[config.mk]
export PLATFORM = sky130hd
export DESIGN_NAME = stop_watch_tick_gen
export DESIGN_NICKNAME = d
export VERILOG_FILES = /design/src/rtl/stop_watch_tick_gen.sv
export SDC_FILE = /design/constraint.sdc
export NUM_CORES = 1
export LEC_CHECK = 0
export BUFFER_PORTS_ARGS = -buffer_cell sky130_fd_sc_hd__buf_2
export CAP_MARGIN = 10
export CORE_ASPECT_RATIO = 1.25
export CORE_MARGIN = 2
export CORE_UTILIZATION = 50
export CTS_CLUSTER_SIZE = 25
export DETAILED_ROUTE_END_ITERATION = 12
export GPL_ROUTABILITY_DRIVEN = 0
export GPL_TIMING_DRIVEN = 0
export PLACE_DENSITY = 0.68
export SLEW_MARGIN = 10
export SYNTH_ARGS = -nofsm -noshare
export SYNTH_HDL_FRONTEND = slang
export SYNTH_SLANG_ARGS = --single-unit
[constraint.sdc]
create_clock -name clk -period 2.5 [get_ports clk]
set_clock_uncertainty 0.2 [all_clocks]
set_input_delay 0.25 -clock clk [delete_from_list [all_inputs] [get_ports clk]]
set_output_delay 0.25 -clock clk [all_outputs]
set_load 0.05 [all_outputs]
[src/rtl/stop_watch_tick_gen.sv]
// Multi-rate timebase: prescaler to BASE_HZ, then NUM_STAGES cascaded /DIV stages.
// Every rate has a registered 1-clk strobe (tick) and a ~50% duty square (sq).
//
// Ports:
//   clk   - system clock
//   rst   - asynchronous reset, active low
//   en    - 1 = run, 0 = pause (counters and sq hold, tick low)
//   sclr  - synchronous clear of counters and outputs, wins over en
//   tick  - tick[k] strobes for one clk at BASE_HZ/DIV**k
//   sq    - sq[k] square wave at the rate of tick[k]
//
// Build option: define TICK_GEN_FRAC_ACC_EN to replace the integer prescaler
// with a phase accumulator whose average stage-0 rate is exactly BASE_HZ.

module stop_watch_tick_gen #(
    parameter int CLK_HZ     = 125_000_000,
    parameter int BASE_HZ    = 1_000_000,
    parameter int DIV        = 10,
    parameter int NUM_STAGES = 4
) (
    input  logic                  clk,
    input  logic                  rst,
    input  logic                  en,
    input  logic                  sclr,
    output logic [NUM_STAGES:0]   tick,
    output logic [NUM_STAGES:0]   sq
);

    localparam int PRE_DIV = CLK_HZ / BASE_HZ;
    localparam int DW      = (DIV > 2) ? $clog2(DIV) : 1;

    localparam logic [DW-1:0] DIV_MAX  = DW'(DIV - 1);
    localparam logic [DW-1:0] DIV_HALF = DW'(DIV / 2);

`ifdef TICK_GEN_FRAC_ACC_EN
    localparam bit BAD_PRE = (BASE_HZ * 2 > CLK_HZ);
`else
    localparam bit BAD_PRE = (PRE_DIV < 2);
`endif

    generate
        if (BAD_PRE || DIV < 2 || NUM_STAGES < 1) begin : g_bad_cfg
            $error("stop_watch_tick_gen: invalid divider configuration");
        end
    endgenerate

    // w[k] is the wrap of rate k this cycle; it becomes tick[k] next cycle.
    logic [NUM_STAGES:0] w;
    logic                sq0_n;

    logic [DW-1:0] st_q [1:NUM_STAGES];
    logic [DW-1:0] st_d [1:NUM_STAGES];

    logic [NUM_STAGES:0] tick_q, tick_d;
    logic [NUM_STAGES:0] sq_q, sq_d;

`ifdef TICK_GEN_FRAC_ACC_EN
    localparam int AW  = $clog2(CLK_HZ) + 1;
    localparam int AXW = AW + 1;

    localparam logic [AXW-1:0] BASE_X = AXW'(BASE_HZ);
    localparam logic [AXW-1:0] CLK_X  = AXW'(CLK_HZ);
    localparam logic [AW-1:0]  HALF_A = AW'(CLK_HZ / 2);

    logic [AW-1:0]  acc_q, acc_d;
    logic [AXW-1:0] acc_sum;
    logic [AXW-1:0] acc_wrap;

    // One extra bit on the sum so the compare against CLK_HZ never overflows.
    always_comb begin
        acc_d    = acc_q;
        acc_sum  = {1'b0, acc_q} + BASE_X;
        acc_wrap = acc_sum - CLK_X;
        w[0]     = 1'b0;
        sq0_n    = (acc_q >= HALF_A);
        if (en) begin
            if (acc_sum >= CLK_X) begin
                acc_d = acc_wrap[AW-1:0];
                w[0]  = 1'b1;
            end else begin
                acc_d = acc_sum[AW-1:0];
            end
        end
        if (sclr) begin
            acc_d = '0;
        end
    end

    always_ff @(posedge clk or negedge rst) begin
        if (!rst) begin
            acc_q <= '0;
        end else begin
            acc_q <= acc_d;
        end
    end
`else
    localparam int PW = (PRE_DIV > 2) ? $clog2(PRE_DIV) : 1;

    localparam logic [PW-1:0] PRE_MAX  = PW'(PRE_DIV - 1);
    localparam logic [PW-1:0] PRE_HALF = PW'(PRE_DIV / 2);

    logic [PW-1:0] pre_cnt_q, pre_cnt_d;

    always_comb begin
        pre_cnt_d = pre_cnt_q;
        w[0]      = 1'b0;
        sq0_n     = (pre_cnt_q >= PRE_HALF);
        if (en) begin
            if (pre_cnt_q == PRE_MAX) begin
                pre_cnt_d = '0;
                w[0]      = 1'b1;
            end else begin
                pre_cnt_d = pre_cnt_q + PW'(1);
            end
        end
        if (sclr) begin
            pre_cnt_d = '0;
        end
    end

    always_ff @(posedge clk or negedge rst) begin
        if (!rst) begin
            pre_cnt_q <= '0;
        end else begin
            pre_cnt_q <= pre_cnt_d;
        end
    end
`endif

    // Cascaded stages: each advances only on the wrap of the stage below,
    // so coincident wraps ripple up within the same cycle.
    always_comb begin
        w[NUM_STAGES:1] = '0;
        for (int k = 1; k <= NUM_STAGES; k++) begin
            st_d[k] = st_q[k];
            w[k]    = w[k-1] & (st_q[k] == DIV_MAX);
            if (w[k-1]) begin
                st_d[k] = w[k] ? '0 : st_q[k] + DW'(1);
            end
        end
        if (sclr) begin
            for (int k = 1; k <= NUM_STAGES; k++) begin
                st_d[k] = '0;
            end
        end
    end

    // sq only samples while running so that a pause freezes it exactly.
    always_comb begin
        tick_d = '0;
        sq_d   = sq_q;
        if (en) begin
            tick_d  = w;
            sq_d[0] = sq0_n;
            for (int k = 1; k <= NUM_STAGES; k++) begin
                sq_d[k] = (st_q[k] >= DIV_HALF);
            end
        end
        if (sclr) begin
            tick_d = '0;
            sq_d   = '0;
        end
    end

    always_ff @(posedge clk or negedge rst) begin
        if (!rst) begin
            for (int k = 1; k <= NUM_STAGES; k++) begin
                st_q[k] <= '0;
            end
            tick_q <= '0;
            sq_q   <= '0;
        end else begin
            for (int k = 1; k <= NUM_STAGES; k++) begin
                st_q[k] <= st_d[k];
            end
            tick_q <= tick_d;
            sq_q   <= sq_d;
        end
    end

    assign tick = tick_q;
    assign sq   = sq_q;

endmodule
== Word level (Yosys, flattened, before mapping) ==
Cells that the tools add are included.
Operators by class
  bitwise gates (word level): 4
  magnitude comparators: 5
  equality and inequality tests: 5
  reductions and logical operators: 5
  mux-type cells: 18
  $add $sub $neg: 5
Operators by type and width (number)
  $mux 4: 8
  $mux 7: 3
  $mux 5: 4
  $add 4x1->4 const B: 4
  $eq 4x4->1 const B: 4
  $ge 4x3->1 const B: 4
  $mux 16: 1
  $reduce_bool 2->1: 5
  $add 7x1->7 const B: 1
  $eq 7x7->1 const B: 1
  $ge 7x6->1 const B: 1
  $and 1x1->1: 4
  $mux 1: 2
Storage, ports and cells
  flip-flop bits (word level): 33
  bits of input ports: 4
  output and inout port bits: 10

== Logic depth before layout (Yosys ltp) ==
Gate-level depths: netlist of run 1.
  depth in word-level cells: 10
  depth in mapped cells: 7
  depth with buffers taken out: 6

== Least setup slack after synthesis of run 1 ==
Ideal clock, no wire load.
  path kind: register -> register
  from: register pre_cnt_q[0]
  to: register st_q[7] (netlist bit)
  stages on the path, launching flop included: 7
  path buffers: 0
  data required time: 2.206 ns
  library setup time: 0.094 ns
  slack: 0.509 ns
  arrival: 1.697 ns
  cells stage by stage: dfrtp_1 -> inv_1 -> ha_1 -> and3_2 -> nand2_4 -> or4_1 -> a211oi_1
Between the ends
  cells in the longest elaborated chain, start to end: 9
  elaborated cells on any way between the ends: 10
  classes of those cells: eq/ne: 1; mux: 5; bitwise: 3; reduce/logical: 1
RTL lines
  from (decl): RTL line 102  | logic [PW-1:0] pre_cnt_q, pre_cnt_d;
  from (signal assigned): RTL line 125  | pre_cnt_q <= pre_cnt_d;
  $eq 7x7->1 *: RTL line 109  | if (pre_cnt_q == PRE_MAX) begin
  $mux 1 *: RTL line 109
  $mux 1 *: RTL line 108  | if (en) begin
  $and 1x1->1 * (2 in a row): RTL line 136  | w[k] = w[k-1] & (st_q[k] == DIV_MAX);
  $and 1x1->1: RTL line 136
  $mux 4: RTL line 138  | st_d[k] = w[k] ? '0 : st_q[k] + DW'(1);
  $mux 4: RTL line 137  | if (w[k-1]) begin
  $mux 16: RTL line 141  | if (sclr) begin
  to (signal, indexed assignment): RTL line 174  | st_q[k] <= st_d[k];
  to (decl): RTL line 51  | logic [DW-1:0] st_q [1:NUM_STAGES];
Mark *: on every way between the ends. The rest lies on a longest branch, timed or not. The select of a mux whose other input is x is not followed.
A chain may end at the register's enable or synchronous reset.

== Worst setup path in the final report of run 1 ==
Ends and elaborated chain as after synthesis.

==> results.ini, run 1 <==
[pwr]
peakVddDrop_v=0.000294
finalPower_mw=1.20
p_leak_nw=0.973
powerDensity_nw_per_um2=568

[sta]
finalHoldViolCount=0
min_period_ns=2.24
finalCritPeriodShare_pct=89.8
setup_tns_ns=0
fmax_mhz=446
maxSlewHeadroom_pct=51.0
rsz0062_at_grt=no
tightest_slew_ns=0.735
finalSetupViolCount=0
finalMaxSlewViolations=0

[clock_network]
htree_levels=2
cts-root-buf=clkbuf_8
cts_tree=yes
hold_buffers=1
cts.sinks=33
clk_latency_ns=0.28
post-cts-setup-buffers=0
cts-resized-gates=0
cts_buffers=5
path_clk_slew_ns=0.07
clk_path_buf_depth=2

[synth]
yosysWarnings=0
yosysSeqAreaShare_pct=44.3
synth_seq_cells=33
synth.distinct_cells=36
syn_area_per_cell_sq_um=9.41
synthesis.nets=217
syn_inst=198
netlist_area_sq_um=1860

[placement]
place_hpwl_um=2840
placed_cell_area_sq_um=1980
place_inst=250
port_buffers=13

[drt]
firstDrtPassIters=8
detail-route-antenna-nets=0
wl_per_cell_um=14.8
wirelength_um=3840
drt_iter0_markers=65
drc=1
vias=1535
drt-vias-per-instance=5.93

[outcome]
violations=DRC
status=finished with violations

[floorplanning]
die_w_um=58.6
dieArea_sq_um=4230
row_count=24
die_y_um=72.2
core_area_sq_um=3540
initial_core_util_pct=52.6
io_pins=14

[grt]
antenna_found_initial=0
grt_max_degree=34
first_global_vias=1506
globalRouteOverflowTotal=0
grt_pass1_wl_um=6710
track_usage_pct=20.7

[critical_path]
r2r.worst_path.cells=6
crit_fanout=5
cp-start-kind=flop
required_ns=2.48
critPathKind=flop to flop
arrival_ns=2.23
critPathCaptureType=flop

[min_path]
holdPathStages=2
holdCritPathClass=primary input to flop

[final_layout]
mostFrequentLayoutCells=33 x dfrtp_1, 17 x nor2_1, 17 x nand3_1
postLayoutCellArea_sq_um=2120
num_antenna_cells=0
final_net_count=238
final_common_cell=dfrtp_1
fin_cells=259
final_util_pct=59.9
drive_gt1_share_pct=12.3
syn_to_final_growth_pct=13.8

[job]
max_cap_violations=0

## cell type report
type | instances | area [sq um]
buffer | 9 | 40.0
clock buffer | 5 | 68.8
clock inverter | 3 | 65.1
fill | 316 | 1420
inverter | 14 | 52.6
multi-input combinational | 142 | 945
sequential | 33 | 826
tap | 39 | 48.8
timing repair buffer | 14 | 75.1
## kinds of logic after synthesis
| kind of cell | after synthesis | share of synthesized area (%) |
|---|---|---|
| AO/OA/AOI/OAI | 40 | 13.4 |
| XOR/XNOR | 1 | 0.470 |
| adder cells (fa/ha/maj) | 15 | 10.1 |
| buffers and inverters | 23 | 4.97 |
| flip-flops | 33 | 44.3 |
| multiplexers | 6 | 3.29 |
| AND/OR/NAND/NOR | 80 | 23.5 |
## per-layer routing
layer / wire length (um) / vias to the layer above / track usage [%] / part of all wire, %
met5: 0 / - / 0 / 0
met4: 74 / 0 / 8.33 / 1.9
met3: 96 / 8 / 4.28 / 2.5
met2: 2000 / 21 / 34.8 / 52
met1: 1670 / 758 / 25.7 / 43
li1: - / 748 / - / -
## critical path: stages, from the launching register on
cell      delay [ns]
dfrtp_1         0.43
inv_1           0.15
ha_1            0.24
and3_2          0.27
nand2_4         0.08
or4_1           0.49
a211oi_1        0.27
## where the power goes
part	total, mW	internal [mW]	switching [mW]
logic	0.0689	0.0173	0.0516
registers	0.546	0.540	0.00556
clock network	0.590	0.396	0.194
## stage by stage
step	worst slack [ns]	hold WS (ns)
after floorplan	0.509	-0.246
after global placement	0.331	0.146
after detailed placement	0.287	0.152
after CTS	0.270	0.0101
after global routing	0.0551	0.0377
final	0.256	0.0127
## flip-flops by register name, summed over array words and instances (netlist names)
signal and cells:
st_q 16, pre_cnt_q 7, sq 5, tick 5
## Yosys cell counts, drive strengths merged
master,number,area share (%)
o31ai,2,0.81
a22oi,1,0.40
dfrtp,33,44
mux2,1,0.60
nand3,17,4.6
nor2b,2,0.67
and2b,1,0.40
o22ai,1,0.34
mux2i,5,2.7
nand3b,3,1.2
a21oi,15,4.0
nor3,4,1.1
a311oi,4,1.9
ha,15,10
nand4,4,1.3
a41oi,1,0.47
and2,3,1.0
a211oi,5,2.0
nor2,17,3.4
xnor2,1,0.47
nor4,2,0.67
nand2,9,2.2
and3b,4,1.9
inv,14,2.8
buf,3,0.94
a41o,1,0.54
or3,5,1.7
nand2b,5,1.7
and4,1,0.47
or4,2,0.81
o32ai,1,0.47
and3,1,0.40
clkbuf,6,1.2
o21ai,9,2.4
## path summary, 6_finish.rpt
path                                             to  slack (ns)                startpoint
min in group asynchronous  pre_cnt_q[3]$_DFFE_PN0P_        0.36                       rst
setup reg to reg                st_q[7]$_DFFE_PN0P_        0.26  pre_cnt_q[0]$_DFFE_PN0P_
hold / removal                    tick[3]$_DFF_PN0_        0.01                      sclr
hold reg to reg                   sq[0]$_DFFE_PN0P_        0.35         sq[0]$_DFFE_PN0P_
max in group asynchronous       st_q[6]$_DFFE_PN0P_        1.27                       rst
setup / recovery                st_q[7]$_DFFE_PN0P_        0.26  pre_cnt_q[0]$_DFFE_PN0P_
Power figures use the tool's default switching activity.
==> inputs of run 2 (changes only) <==
--- a/config.mk
+++ b/config.mk
@@ -9,12 +9,11 @@
 export CAP_MARGIN = 10
 export CORE_ASPECT_RATIO = 1.25
 export CORE_MARGIN = 2
-export CORE_UTILIZATION = 50
-export CTS_CLUSTER_SIZE = 25
+export CORE_UTILIZATION = 55
 export DETAILED_ROUTE_END_ITERATION = 12
 export GPL_ROUTABILITY_DRIVEN = 0
 export GPL_TIMING_DRIVEN = 0
-export PLACE_DENSITY = 0.68
+export PLACE_DENSITY = 0.73
 export SLEW_MARGIN = 10
 export SYNTH_ARGS = -nofsm -noshare
 export SYNTH_HDL_FRONTEND = slang
==> results.ini, run 2 (same netlist as run 1, synthesis figures left out) <==
[outcome]
status=finished, final reports clean

[floorplanning]
row_count=23
io_pins=14
die_w_um=56.1
initial_core_util_pct=57.8
die_y_um=69.1
core_area_sq_um=3220
dieArea_sq_um=3870

[drt]
vias=1499
firstDrtPassIters=5
wirelength_um=3840
wl_per_cell_um=14.9
drt_iter0_markers=64
detail-route-antenna-nets=0
drt-vias-per-instance=5.83
drc=0

[critical_path]
r2r.worst_path.cells=7
r2r_slack_ns=0.25
critPathCaptureType=flop
cp-start-kind=flop
crit_path_start=st_q[13]$_DFFE_PN0P_
crit_chain=inv_1, ha_1, and3b_1, buf_2, nand2_1, or4_1, a211oi_1
critPathSlowestCell=or4_1
critical-path-top-delay-family=simple AND/OR/NAND/NOR gates
crit_fanout=7
critPathBufInv=2
timing.critical_path.to=st_q[7]$_DFFE_PN0P_
r2r_end=st_q[7]$_DFFE_PN0P_
required_ns=2.48
cp.depth=7
critPathKind=flop to flop
reg2reg_from=st_q[13]$_DFFE_PN0P_
arrival_ns=2.23
max_stage_delay_ns=0.49

[grt]
globalRouteOverflowTotal=0
grt_max_degree=34
antenna_found_initial=0
grt_pass1_wl_um=6490
first_global_vias=1412
track_usage_pct=21.4

[final_layout]
drive_gt1_share_pct=11.8
regMostFlops=st_q
num_antenna_cells=0
reg.largest.list=st_q x16, pre_cnt_q x7
final_util_pct=65.2
final_common_cell=dfrtp_1
mostFrequentLayoutCells=33 x dfrtp_1, 17 x nor2_1, 17 x nand3_1
syn_to_final_growth_pct=12.8
largest_reg_flops=16
final_net_count=238

[sta]
rsz0062_at_grt=no
maxSlewHeadroom_pct=50.2
fmax_mhz=445
min_period_ns=2.25
setup_tns_ns=0
tightest_slew_ns=0.747
finalCritPeriodShare_pct=89.8
finalSetupViolCount=0
finalHoldViolCount=0
finalMaxSlewViolations=0

[pwr]
p_leak_nw=0.963
peakVddDrop_v=0.000483
powerDensity_nw_per_um2=540

[clock_network]
cts_tree=yes
clk_latency_ns=0.29
cts-root-buf=clkbuf_8
hold_buffers=1
clk_path_buf_depth=2
cts-resized-gates=0
htree_levels=2
path_clk_slew_ns=0.07
cts_buffers=5
post-cts-setup-buffers=0
cts.sinks=33

[min_path]
holdCritPathClass=primary input to flop
hp-start=sclr

[placement]
port_buffers=13
place_hpwl_um=2780

[job]
max_cap_violations=0

run 2: changes by cell type in the layout (fill, tap and decap cells not counted), sizes merged:
cell,change
bufinv,-1
clkinv,-1
clkbuf,+2
run 2: worst register-to-register path: stages, from the launching register on:
cell,delay (ns)
dfrtp_1,0.42
inv_1,0.10
ha_1,0.18
and3b_1,0.18
buf_2,0.17
nand2_1,0.12
or4_1,0.49
a211oi_1,0.29
run 2: worst min-delay path by stage:
stage | slack, ns | end | cells past startpoint
after global placement | 0.14 | pre_cnt_q[3]$_DFFE_PN0P_ | 1
after floorplan | -0.25 | pre_cnt_q[0]$_DFFE_PN0P_ | 0
after CTS | 0.01 | tick[3]$_DFF_PN0_ | 2
after detailed placement | 0.15 | pre_cnt_q[5]$_DFFE_PN0P_ | 1
final | 0.02 | tick[3]$_DFF_PN0_ | 2
after global routing | 0.04 | tick[3]$_DFF_PN0_ | 2
run 2: power by group:
part	switching, mW	leakage (nW)	internal [mW]
registers	0.00543	0.457	0.540
logic	0.0511	0.448	0.0172
clock network	0.195	0.0585	0.325
total	0.251	0.963	0.882
run 2: per-layer routing:
metal | GRT usage [%] | share of wire (%)
met3 | 3.56 | 2.9
met4 | 10.8 | 2.6
met2 | 35.6 | 50
met5 | 0 | 0
met1 | 26.4 | 44
run 2: through the flow:
stage	worst slack (ns)	std cells	hold WS, ns	total power [mW]	cell area, sq um
global placement	0.324	248	0.139	0.623	1970
global route	0.113	257	0.0450	1.16	2100
floorplan	0.509	198	-0.246	0.596	1860
finish	0.255	257	0.0208	1.13	2100
CTS	0.289	257	0.0131	1.14	2100
detailed placement	0.310	248	0.149	0.624	1970
run 2: final cells by class:
type / count / area (sq um)
Fill cell: 269 / 1120
Clock inverter: 1 / 30.0
Tap cell: 37 / 46.3
Clock buffer: 7 / 86.3
Multi-Input combinational cell: 142 / 945
Inverter: 14 / 52.6
Sequential cell: 33 / 826
Buffer: 9 / 40.0
Timing Repair Buffer: 14 / 75.1
==> inputs of run 3 (changes only) <==
--- a/config.mk
+++ b/config.mk
@@ -5,6 +5,7 @@
 export SDC_FILE = /design/constraint.sdc
 export NUM_CORES = 1
 export LEC_CHECK = 0
+export ABC_AREA = 1
 export BUFFER_PORTS_ARGS = -buffer_cell sky130_fd_sc_hd__buf_2
 export CAP_MARGIN = 10
 export CORE_ASPECT_RATIO = 1.25
==> results.ini, run 3 <==
[final_layout]
final_util_pct=64.9
final_net_count=250
multi_input_area_sq_um=876
num_antenna_cells=0
fillCellCount=279
mostFrequentLayoutCells=33 x nand2_1, 33 x dfrtp_1, 32 x inv_1
syn_to_final_growth_pct=13.0
largest_reg_flops=16
reg.largest.list=st_q x16, pre_cnt_q x7
regMostFlops=st_q
seqCellArea_sq_um=826
drive_gt1_share_pct=14.2

[pwr]
p_leak_nw=1.11
switching_share_pct=20.9
power_frac_comb_pct=4.6
p_sw_uw=232
finalPower_mw=1.11
peakVddDrop_v=0.000469
p_clk_share_pct=46.5
powerDensity_nw_per_um2=535
seq_power_share_pct=48.9
p_int_uw=876

[critical_path]
r2r_slack_ns=0.63
critPathSlowestCell=dfrtp_1
required_ns=2.50
max_stage_delay_ns=0.39
arrival_ns=1.87
r2r.worst_path.cells=8
cp-start-kind=flop
crit_fanout=8
critPathCaptureType=flop
critPathKind=flop to flop
crit_chain=inv_1, ha_1, nand3_2, nor2_4, nand2_1, nand2_1, nand4_1, o21ai_0
cp_common_cell=nand2_1

[grt]
antenna_found_initial=0
first_global_vias=1421
grt_pass1_wl_um=6020
track_usage_pct=20.6
globalRouteOverflowTotal=0
grt_max_degree=34

[clock_network]
cts.sinks=33
path_clk_slew_ns=0.07
hold_buffers=1
post-cts-setup-buffers=0
cts-root-buf=clkbuf_8
cts_tree=yes
cts_buffers=5
clk_latency_ns=0.28
htree_levels=2
clk_path_buf_depth=2
cts-resized-gates=0

[floorplanning]
dieArea_sq_um=3820
die_w_um=55.7
core_area_sq_um=3190
row_count=23
io_pins=14
initial_core_util_pct=57.4
die_y_um=68.6

[synth]
muxShareOfSynthArea_pct=0
syn_area_per_cell_sq_um=8.73
synthSimpleGateAreaFrac_pct=25.7
async_flop_share_pct=100
synth-adder-area-share_pct=10.2
syn_inst=210
synth_top_cells_by_count=33 x dfrtp_1, 33 x nand2_1, 32 x inv_1
ys.flop_type=dfrtp_1
yosysSeqAreaShare_pct=45.0
synth-edff-count=0
synth_area_leaders=dfrtp_1 45%, ha_1 10%, nand2_1 6.8%, inv_1 6.5%, nand3_1 6.3%
yosysTopAreaCellShare_pct=45.0
synth_top_family_by_area=simple AND/OR/NAND/NOR gates
synth_seq_cells=33
synth-xor-area-share_pct=5.25
yosysWarnings=0
synth.distinct_cells=26
synthesis.nets=229
netlist_area_sq_um=1830
synth_top_area_cell=dfrtp_1
synth-compound-area-share_pct=6.55

[outcome]
status=finished, final reports clean

[min_path]
holdCritPathClass=primary input to flop
holdPathStages=3

[job]
max_cap_violations=0

[drt]
drt_iter0_markers=39
firstDrtPassIters=4
wl_per_cell_um=13.1
wirelength_um=3530
drc=0
vias=1426
detail-route-antenna-nets=0
drt-vias-per-instance=5.30

[sta]
setup_tns_ns=0
tightest_slew_ns=0.732
fmax_mhz=536
finalCritPeriodShare_pct=74.6
rsz0062_at_grt=no
finalSetupViolCount=0
min_period_ns=1.87
maxSlewHeadroom_pct=51.2
worst_slack_ns=0.634
finalMaxSlewViolations=0
whs_ns=0.0796
finalHoldViolCount=0

[placement]
place_hpwl_um=2470
dpl_worst_slack_ns=0.647
port_buffers=13

run 3: changes by cell type after synthesis, moves of 9 or more:
cell,before,now
a21oi_1,15,6
inv_1,14,32
nand2_1,8,33
xor2_1,0,10
run 3: layer usage:
metal  track usage [%]  routed length (um)
met3              5.04                 103
met2              36.6                1800
met4              9.45                  55
met1              23.8                1560
met5                 0                   0
run 3: final timing paths:
kind                                             to                     start
max reg2reg                    st_q[14]$_DFFE_PN0P_  pre_cnt_q[0]$_DFFE_PN0P_
min                        pre_cnt_q[0]$_DFFE_PN0P_                        en
min in group asynchronous  pre_cnt_q[6]$_DFFE_PN0P_                       rst
max                            st_q[14]$_DFFE_PN0P_  pre_cnt_q[0]$_DFFE_PN0P_
max in group asynchronous         tick[2]$_DFF_PN0_                       rst
min reg2reg                       sq[2]$_DFFE_PN0P_         sq[2]$_DFFE_PN0P_
run 3: cell type report:
cell class	count	area share, %
inverter	33	5.98
clock buffer	7	4.17
sequential	33	39.9
multi-input combinational	142	42.3
buffer	2	0.423
timing repair buffer	14	3.62
clock inverter	1	1.45
tap	37	2.23
run 3: cells by family after synthesis:
group / after synthesis
simple gates: 93
flops: 33
buf+inv: 35
compound gates: 23
xor+xnor: 11
fa+ha+maj: 15
run 3: worst max-delay path, delay by kind of cell (launching register included):
| family | cells | cell delay [ns] |
|---|---|---|
| DFF | 1 | 0.39 |
| adders and majority gates | 1 | 0.19 |
| and+or+nand+nor | 5 | 0.75 |
| AOI/OAI and AO/OA | 1 | 0.10 |
| buffers and inverters | 1 | 0.14 |
run 3: per-stage QoR:
step                      area, sq um  cells
final                            2070    269
after global routing             2070    269
after CTS                        2070    269
after detailed placement         1950    260
after global placement           1950    260
after floorplan                  1830    210
run 3: power groups by stage:
| stage | logic, mW | registers [mW] | clock network [mW] |
|---|---|---|---|
| 2_1_floorplan | 0.0274 | 0.551 | 0 |
| 3_3_place_gp | 0.0498 | 0.552 | 0 |
| 3_5_place_dp | 0.0511 | 0.552 | 0 |
| 4_1_cts | 0.0523 | 0.542 | 0.530 |
| 5_1_grt | 0.0595 | 0.542 | 0.546 |
| 6_report | 0.0509 | 0.542 | 0.515 |
